## src/rtl/seg_scan_decoder_pkg.sv

```systemverilog
`default_nettype none
// ============================================================================
// Module      : seg_scan_decoder_pkg
// Description : Seven-segment glyph table (gfedcba, active-high) and scan
//               decoder FSM state encodings, shared by encoder and decoder.
// Revision    : 1.0 - initial release
// ============================================================================
package seg_scan_decoder_pkg;

   localparam logic [6:0] GLYPH_0     = 7'h3F;
   localparam logic [6:0] GLYPH_1     = 7'h06;
   localparam logic [6:0] GLYPH_2     = 7'h5B;
   localparam logic [6:0] GLYPH_3     = 7'h4F;
   localparam logic [6:0] GLYPH_4     = 7'h66;
   localparam logic [6:0] GLYPH_5     = 7'h6D;
   localparam logic [6:0] GLYPH_6     = 7'h7D;
   localparam logic [6:0] GLYPH_7     = 7'h07;
   localparam logic [6:0] GLYPH_8     = 7'h7F;
   localparam logic [6:0] GLYPH_9     = 7'h6F;
   localparam logic [6:0] GLYPH_A     = 7'h77;
   localparam logic [6:0] GLYPH_B     = 7'h7C;
   localparam logic [6:0] GLYPH_C     = 7'h39;
   localparam logic [6:0] GLYPH_D     = 7'h5E;
   localparam logic [6:0] GLYPH_E     = 7'h79;
   localparam logic [6:0] GLYPH_F     = 7'h71;
   localparam logic [6:0] GLYPH_BLANK = 7'h00;

   typedef enum logic [1:0] {
      ST_WAIT_SEL = 2'd0,
      ST_SETTLE   = 2'd1,
      ST_HELD     = 2'd2
   } scan_state_t;

   function automatic logic [6:0] nibble_to_glyph(input logic [3:0] nib);
      logic [6:0] g;
      case (nib)
         4'h0:    g = GLYPH_0;
         4'h1:    g = GLYPH_1;
         4'h2:    g = GLYPH_2;
         4'h3:    g = GLYPH_3;
         4'h4:    g = GLYPH_4;
         4'h5:    g = GLYPH_5;
         4'h6:    g = GLYPH_6;
         4'h7:    g = GLYPH_7;
         4'h8:    g = GLYPH_8;
         4'h9:    g = GLYPH_9;
         4'hA:    g = GLYPH_A;
         4'hB:    g = GLYPH_B;
         4'hC:    g = GLYPH_C;
         4'hD:    g = GLYPH_D;
         4'hE:    g = GLYPH_E;
         default: g = GLYPH_F;
      endcase
      return g;
   endfunction

endpackage : seg_scan_decoder_pkg
`default_nettype wire

```

## src/rtl/seg_glyph_decode.sv

```systemverilog
`default_nettype none
// ============================================================================
// Module      : seg_glyph_decode
// Description : Combinational glyph-to-nibble decoder (active-high gfedcba).
// Revision    : 1.0 - initial release
// ============================================================================
module seg_glyph_decode
   import seg_scan_decoder_pkg::*;
(
   input  logic [6:0] i_glyph,
   output logic       o_valid,
   output logic       o_blank,
   output logic [3:0] o_nibble
);

   always_comb begin : p_decode
      o_valid  = 1'b0;
      o_blank  = 1'b0;
      o_nibble = 4'h0;
      if (i_glyph == GLYPH_BLANK) begin
         o_valid = 1'b1;
         o_blank = 1'b1;
      end else begin
         for (int i = 0; i < 16; i++) begin
            if (i_glyph == nibble_to_glyph(4'(i))) begin
               o_valid  = 1'b1;
               o_nibble = 4'(i);
            end
         end
      end
   end

endmodule : seg_glyph_decode
`default_nettype wire

```

## src/rtl/seg_scan_decoder.sv

```systemverilog
`default_nettype none
// ============================================================================
// Module      : seg_scan_decoder
// Description : Samples a scanned 4-digit seven-segment bus and rebuilds the
//               displayed 16-bit value, flagging bad glyphs/selects/timeouts.
// Revision    : 1.0 - initial release
// ============================================================================
module seg_scan_decoder
   import seg_scan_decoder_pkg::*;
#(
   parameter int SEG_ACTIVE_LOW = 1,
   parameter int DIG_ACTIVE_LOW = 1,
   parameter int SETTLE_CYCLES  = 4,
   parameter int FRAME_TIMEOUT  = 2000000
) (
   input  logic        clk_50MHz,
   input  logic        reset,
   input  logic [7:0]  seg,
   input  logic [3:0]  digit,
   output logic [15:0] value,
   output logic [3:0]  dp,
   output logic [3:0]  blank,
   output logic        value_valid,
   output logic        glyph_err,
   output logic        sel_err,
   output logic        timeout
);

   localparam int                 c_cnt_w       = $clog2(SETTLE_CYCLES + 1);
   localparam int                 c_to_w        = $clog2(FRAME_TIMEOUT + 1);
   localparam logic [c_cnt_w-1:0] c_cnt_one     = c_cnt_w'(1);
   localparam logic [c_cnt_w-1:0] c_settle_last = c_cnt_w'(SETTLE_CYCLES - 1);
   localparam logic [c_to_w-1:0]  c_to_last     = c_to_w'(FRAME_TIMEOUT - 1);

   logic [7:0]         r_s, r_s_prev;
   logic [3:0]         r_d, r_d_prev;
   scan_state_t        r_state, w_state_nxt, w_go_state;
   logic [c_cnt_w-1:0] r_cnt, w_cnt_nxt, w_go_cnt;
   logic               w_sample, w_go_sample, w_sel_err, w_go_sel_err;
   logic               w_d_onehot, w_d_multi, w_changed, w_d_changed;
   logic [1:0]         w_dig_idx;
   logic               w_glyph_valid, w_glyph_blank;
   logic [3:0]         w_glyph_nibble, w_cap_set;
   logic [15:0]        r_stg_value, r_value;
   logic [3:0]         r_stg_dp, r_stg_blank, r_dp, r_blank, r_captured;
   logic [c_to_w-1:0]  r_to_cnt;
   logic               r_value_valid, r_glyph_err, r_sel_err, r_timeout;

   // Pins are normalised while being registered, so a reset copy reads as
   // "nothing lit, nothing selected" whatever the pin polarity.
   always_ff @(posedge clk_50MHz) begin : p_in_reg
      if (reset) begin
         r_s      <= 8'h00;
         r_d      <= 4'h0;
         r_s_prev <= 8'h00;
         r_d_prev <= 4'h0;
      end else begin
         r_s      <= (SEG_ACTIVE_LOW != 0) ? ~seg   : seg;
         r_d      <= (DIG_ACTIVE_LOW != 0) ? ~digit : digit;
         r_s_prev <= r_s;
         r_d_prev <= r_d;
      end
   end

   assign w_d_onehot  = (r_d != 4'h0) && ((r_d & (r_d - 4'h1)) == 4'h0);
   assign w_d_multi   = (r_d != 4'h0) && !w_d_onehot;
   assign w_d_changed = (r_d != r_d_prev);
   assign w_changed   = w_d_changed || (r_s != r_s_prev);

   always_comb begin : p_dig_idx
      w_dig_idx = 2'd0;
      for (int i = 0; i < 4; i++) begin
         if (r_d[i]) w_dig_idx = 2'(i);
      end
   end

   seg_glyph_decode u_glyph (
      .i_glyph  (r_s[6:0]),
      .o_valid  (w_glyph_valid),
      .o_blank  (w_glyph_blank),
      .o_nibble (w_glyph_nibble)
   );

   // Reaction to a fresh select pattern, shared by WAIT_SEL and any change
   // seen while settling or holding.  Only a new multi-hot edge reports.
   always_comb begin : p_go
      w_go_state   = ST_WAIT_SEL;
      w_go_cnt     = '0;
      w_go_sample  = 1'b0;
      w_go_sel_err = 1'b0;
      if (w_d_onehot) begin
         if (SETTLE_CYCLES <= 1) begin
            w_go_state  = ST_HELD;
            w_go_sample = 1'b1;
         end else begin
            w_go_state = ST_SETTLE;
            w_go_cnt   = c_cnt_one;
         end
      end else if (w_d_multi) begin
         w_go_sel_err = w_d_changed;
      end
   end

   always_comb begin : p_next
      w_state_nxt = r_state;
      w_cnt_nxt   = r_cnt;
      w_sample    = 1'b0;
      w_sel_err   = 1'b0;
      case (r_state)
         ST_SETTLE: begin
            if (!w_changed) begin
               if (r_cnt == c_settle_last) begin
                  w_state_nxt = ST_HELD;
                  w_sample    = 1'b1;
               end else begin
                  w_cnt_nxt = r_cnt + 1'b1;
               end
            end else begin
               w_state_nxt = w_go_state;
               w_cnt_nxt   = w_go_cnt;
               w_sample    = w_go_sample;
               w_sel_err   = w_go_sel_err;
            end
         end
         ST_HELD: begin
            if (w_changed) begin
               w_state_nxt = w_go_state;
               w_cnt_nxt   = w_go_cnt;
               w_sample    = w_go_sample;
               w_sel_err   = w_go_sel_err;
            end
         end
         default: begin
            w_state_nxt = w_go_state;
            w_cnt_nxt   = w_go_cnt;
            w_sample    = w_go_sample;
            w_sel_err   = w_go_sel_err;
         end
      endcase
   end

   always_ff @(posedge clk_50MHz) begin : p_state
      if (reset) begin
         r_state <= ST_WAIT_SEL;
         r_cnt   <= '0;
      end else begin
         r_state <= w_state_nxt;
         r_cnt   <= w_cnt_nxt;
      end
   end

   assign w_cap_set = (w_sample && w_glyph_valid) ? r_d : 4'h0;

   // A sample on the frame-complete clock lands in the freshly cleared mask,
   // while the published frame uses staging as it stood before this edge.
   always_ff @(posedge clk_50MHz) begin : p_frame
      if (reset) begin
         r_stg_value   <= 16'h0000;
         r_stg_dp      <= 4'h0;
         r_stg_blank   <= 4'h0;
         r_captured    <= 4'h0;
         r_value       <= 16'h0000;
         r_dp          <= 4'h0;
         r_blank       <= 4'hF;
         r_value_valid <= 1'b0;
         r_glyph_err   <= 1'b0;
         r_sel_err     <= 1'b0;
         r_timeout     <= 1'b0;
         r_to_cnt      <= '0;
      end else begin
         r_glyph_err   <= w_sample && !w_glyph_valid;
         r_sel_err     <= w_sel_err;
         r_value_valid <= 1'b0;
         r_timeout     <= 1'b0;
         if (w_sample && w_glyph_valid) begin
            r_stg_value[{w_dig_idx, 2'b00} +: 4] <= w_glyph_nibble;
            r_stg_dp[w_dig_idx]                  <= r_s[7];
            r_stg_blank[w_dig_idx]               <= w_glyph_blank;
         end
         if (r_captured == 4'hF) begin
            r_value       <= r_stg_value;
            r_dp          <= r_stg_dp;
            r_blank       <= r_stg_blank;
            r_value_valid <= 1'b1;
            r_captured    <= w_cap_set;
            r_to_cnt      <= '0;
         end else if (r_captured != 4'h0) begin
            if (r_to_cnt == c_to_last) begin
               r_timeout  <= 1'b1;
               r_captured <= 4'h0;
               r_to_cnt   <= '0;
            end else begin
               r_to_cnt   <= r_to_cnt + 1'b1;
               r_captured <= r_captured | w_cap_set;
            end
         end else begin
            r_to_cnt   <= '0;
            r_captured <= w_cap_set;
         end
      end
   end

   assign value       = r_value;
   assign dp          = r_dp;
   assign blank       = r_blank;
   assign value_valid = r_value_valid;
   assign glyph_err   = r_glyph_err;
   assign sel_err     = r_sel_err;
   assign timeout     = r_timeout;

endmodule : seg_scan_decoder
`default_nettype wire
```

## config.mk

```make
export PLATFORM = sky130hd
export DESIGN_NAME = seg_scan_decoder
export DESIGN_NICKNAME = d
export VERILOG_FILES = /design/src/rtl/seg_scan_decoder_pkg.sv /design/src/rtl/seg_glyph_decode.sv /design/src/rtl/seg_scan_decoder.sv
export SDC_FILE = /design/constraint.sdc
export NUM_CORES = 1
export LEC_CHECK = 0
export BUFFER_PORTS_ARGS = -buffer_cell sky130_fd_sc_hd__buf_2
export CORE_MARGIN = 2
export CORE_UTILIZATION = 54
export DETAILED_ROUTE_END_ITERATION = 7
export PLACE_DENSITY = 0.7
export SKIP_LAST_GASP = 1
export SYNTH_ARGS = -nofsm -noshare
export SYNTH_HDL_FRONTEND = slang
export SYNTH_SLANG_ARGS = --single-unit
```

## constraint.sdc

```tcl
create_clock -name clk_50MHz -period 5.8 [get_ports clk_50MHz]
set_input_delay 0.87 -clock clk_50MHz [delete_from_list [all_inputs] [get_ports clk_50MHz]]
set_output_delay 0.87 -clock clk_50MHz [all_outputs]
set_load 0.01 [all_outputs]
```

==> impl_metrics.ini <==
[clock_tree]
cts_tree = done
cts_resized = 0
htree_levels = 3
clkLatencyLatePin_ns = 0.36
cts-root-buf = clkbuf_8
cts_setup_buffers = 0
clock-sinks = 106
clockBufferDepth = 2
postCtsHoldBufs = 0
numCtsBuffers = 9
clk_pin_slew_ns = 0.10

[timing]
tns_ns = 0
max_freq_ghz = 0.392
fin_crit_ns = 2.55
finalSetupViolCount = 0
period_share = 0.440
hold_violations = 0
fin_worst_skew_ns = 0.00926
worst_pin_slew_ns = 0.778
rsz0062_at_grt = false
slew_violations = 0
timing.max_slew.rel_slack = 0.474

[place]
dp_hpwl_um = 6420
place.gp.congestion = 0.811
post_dp_cell_area_um2 = 5110
numPortBuffers = 41

[global_route]
antenna_found_initial = 0
grt-ovfl-total = 0
grt_pass1_wl_um = 16600
grt.total_usage = 0.200
grt_pass1_vias = 3587
grt_max_degree = 88

[critical_path]
reg2reg_depth = 6
reg2reg_slack_ns = 3.25
r2r_end = r_stg_value[5]
worst-setup-path-type = flop to flop
worst-path-max-fanout = 8
cp.arrival_ns = 2.84
worstPathCellList = inv_1 -> a21oi_1 -> ha_1 -> nor4_1 -> o21ai_0 -> mux2i_1
cp-end-kind = flop
endpoint = r_stg_value[5]
r2r-start = r_d[2]
worst_path_max_delay_cell = nor4_1
worstPathRequired_ns = 6.09
crit_path_start = r_d[2]
slowest_delay_ns = 0.62
cp-start-kind = flop

[detailed_routing]
drt_iter0_drc = 116
via_per_inst = 5.55
first_pass_iters = 4
drc_errors = 0
wl_per_cell_um = 13.5
wirelength_um = 9300
antenna_left = 0
vias = 3811

[die]
core_area_um2 = 8810
start_util = 0.560
rows = 34
die_w_um = 99.6
die_h_um = 99.6
io_pins = 42
die-area_um2 = 9910

[finish]
fill_cells = 788
syn2layout_area_growth_pct = 7.38
finalInstanceArea_um2 = 5300
drive_gt1_frac = 0.133
utilization = 0.601
antenna_cells = 0
nNetsFinal = 600

[logic_synthesis]
synthCells = 554
synth.distinct_cells = 55
netlist_area_um2 = 4930
synth_fp_nets = 579
syn_area_per_cell_um2 = 8.90
yosysSeqAreaShare = 0.430
async_reset_ff_frac = 0
ys.flop_type = dfxtp_1
yosysWarnings = 0
yosys_register_bits = 106
synth_edf_count = 0

[pwr]
vdd_ir_drop_max_mv = 0.186
p_leak_nw = 1.96
seqPwrFrac = 0.607
p_per_area_nw_per_um2 = 235
sw_frac_of_total = 0.255
p_int_mw = 0.929
power.switching_mw = 0.317
comb_power_share = 0.058
pwr-share-clk = 0.335
p_total_mw = 1.25

[run_status]
status = completed

[job]
cap_violations = 0

[hold_path]
min_from = r_to_cnt[0]
hp-class = flop to flop
==> worst max-delay path, delay by kind of cell (launching register included) <==
kind / cells / cell delay [ns]
AND/OR/NAND/NOR: 1 / 0.62
multiplexers: 1 / 0.16
AO/OA/AOI/OAI: 2 / 0.70
flip-flops: 1 / 0.53
buffers and inverters: 1 / 0.10
adder cells (fa/ha/maj): 1 / 0.37
==> placed cells by master (no fill, tap or decap), types with 5 or more instances in the layout <==
cell,synthesis,routed
a21oi_1,28,28
and2_1,7,7
buf_2,7,41
clkbuf_8,0,9
dfxtp_1,106,106
ha_1,11,11
inv_1,13,13
mux2i_1,25,25
nand2_1,75,75
nand2b_1,27,27
nand3_1,16,16
nand3b_1,6,6
nand4_1,7,7
nor2_1,47,47
nor2b_1,14,14
nor3_1,12,12
nor4_1,11,11
o21ai_0,19,19
o31ai_1,5,5
or4_1,5,5
xnor2_1,22,22
xor2_1,9,9
==> cells by family after synthesis <==
family / after synthesis / synth area share
buffers and inverters: 47 / 0.0467
adder cells (fa/ha/maj): 11 / 0.0279
AO/OA/AOI/OAI: 77 / 0.111
flip-flops: 106 / 0.430
multiplexers: 26 / 0.0530
XOR/XNOR: 33 / 0.0616
AND/OR/NAND/NOR: 254 / 0.269
==> area by class of cell <==
type / count / area [µm²] / area share
Tap cell: 108 / 135 / 0.0255
Timing Repair Buffer: 44 / 235 / 0.0444
Clock inverter: 6 / 51.3 / 0.00969
Sequential cell: 106 / 2120 / 0.401
Inverter: 13 / 48.8 / 0.00921
Clock buffer: 9 / 124 / 0.0234
Multi-Input combinational cell: 401 / 2580 / 0.487
==> synthesized netlist by cell type (3+ instances only) <==
cell type / instances / share of area
xnor2_1: 22 / 0.039
a21oi_1: 28 / 0.028
nand2_1: 75 / 0.057
buf_2: 7 / 0.0071
nor4_1: 11 / 0.014
nand4b_1: 3 / 0.0053
nand4_1: 7 / 0.0089
mux2i_1: 25 / 0.051
or4bb_1: 3 / 0.0068
buf_6: 6 / 0.014
o21ai_0: 19 / 0.019
and3_1: 4 / 0.0051
and2_1: 7 / 0.0089
inv_1: 13 / 0.0099
nand2b_1: 27 / 0.034
or2_2: 3 / 0.0038
clkbuf_1: 16 / 0.012
nor2_1: 47 / 0.036
ha_1: 11 / 0.028
nand3b_1: 6 / 0.0091
and4_1: 3 / 0.0053
buf_1: 5 / 0.0038
nor3_1: 12 / 0.012
nor2b_1: 14 / 0.018
dfxtp_1: 106 / 0.43
o31ai_1: 5 / 0.0076
nand3_1: 16 / 0.016
a31oi_2: 4 / 0.010
xor2_1: 9 / 0.016
or4_1: 5 / 0.0076
==> power by group through the flow <==
stage,logic (mW),registers [mW],clock network (mW)
floorplan,0.0722,0.759,0
global placement,0.0706,0.772,0
detailed placement,0.0725,0.772,0
CTS,0.0729,0.756,0.431
global route,0.0812,0.759,0.462
finish,0.0729,0.756,0.417
==> registers in the layout, indices dropped and copies added, names as in the netlist <==
register     cells
timeout          1
r_d              4
glyph_err        1
value           16
dp               4
r_state          2
r_s              8
r_cnt            3
r_stg_dp         4
r_to_cnt        21
r_stg_blank      4
sel_err          1
r_captured       4
value_valid      1
r_stg_value     16
r_s_prev         8
blank            4
r_d_prev         4
==> per-stage QoR <==
step	instances	hold slack [ns]	setup WS, ns
3_3_place_gp	671	0.421	3.30
4_1_cts	686	0.458	3.12
2_1_floorplan	554	0.413	3.75
5_1_grt	687	0.477	3.10
6_report	687	0.449	3.25
3_5_place_dp	671	0.436	3.15
==> how the worst min path moves through the flow <==
stage,to,slack [ns],cells past startpoint
CTS,r_to_cnt[0],0.46,1
floorplan,r_to_cnt[0],0.41,1
global route,value[1],0.48,2
finish,r_to_cnt[0],0.45,1
global placement,r_to_cnt[0],0.42,1
detailed placement,r_to_cnt[0],0.44,1
==> metal layers <==
metal,share of wire,routed length (µm),GRT usage
met1,0.49,4600,0.280
met5,0,0,0
met4,0.011,106,0.0527
met3,0.039,360,0.0394
met2,0.46,4240,0.318
Power figures use the tool's default switching activity.
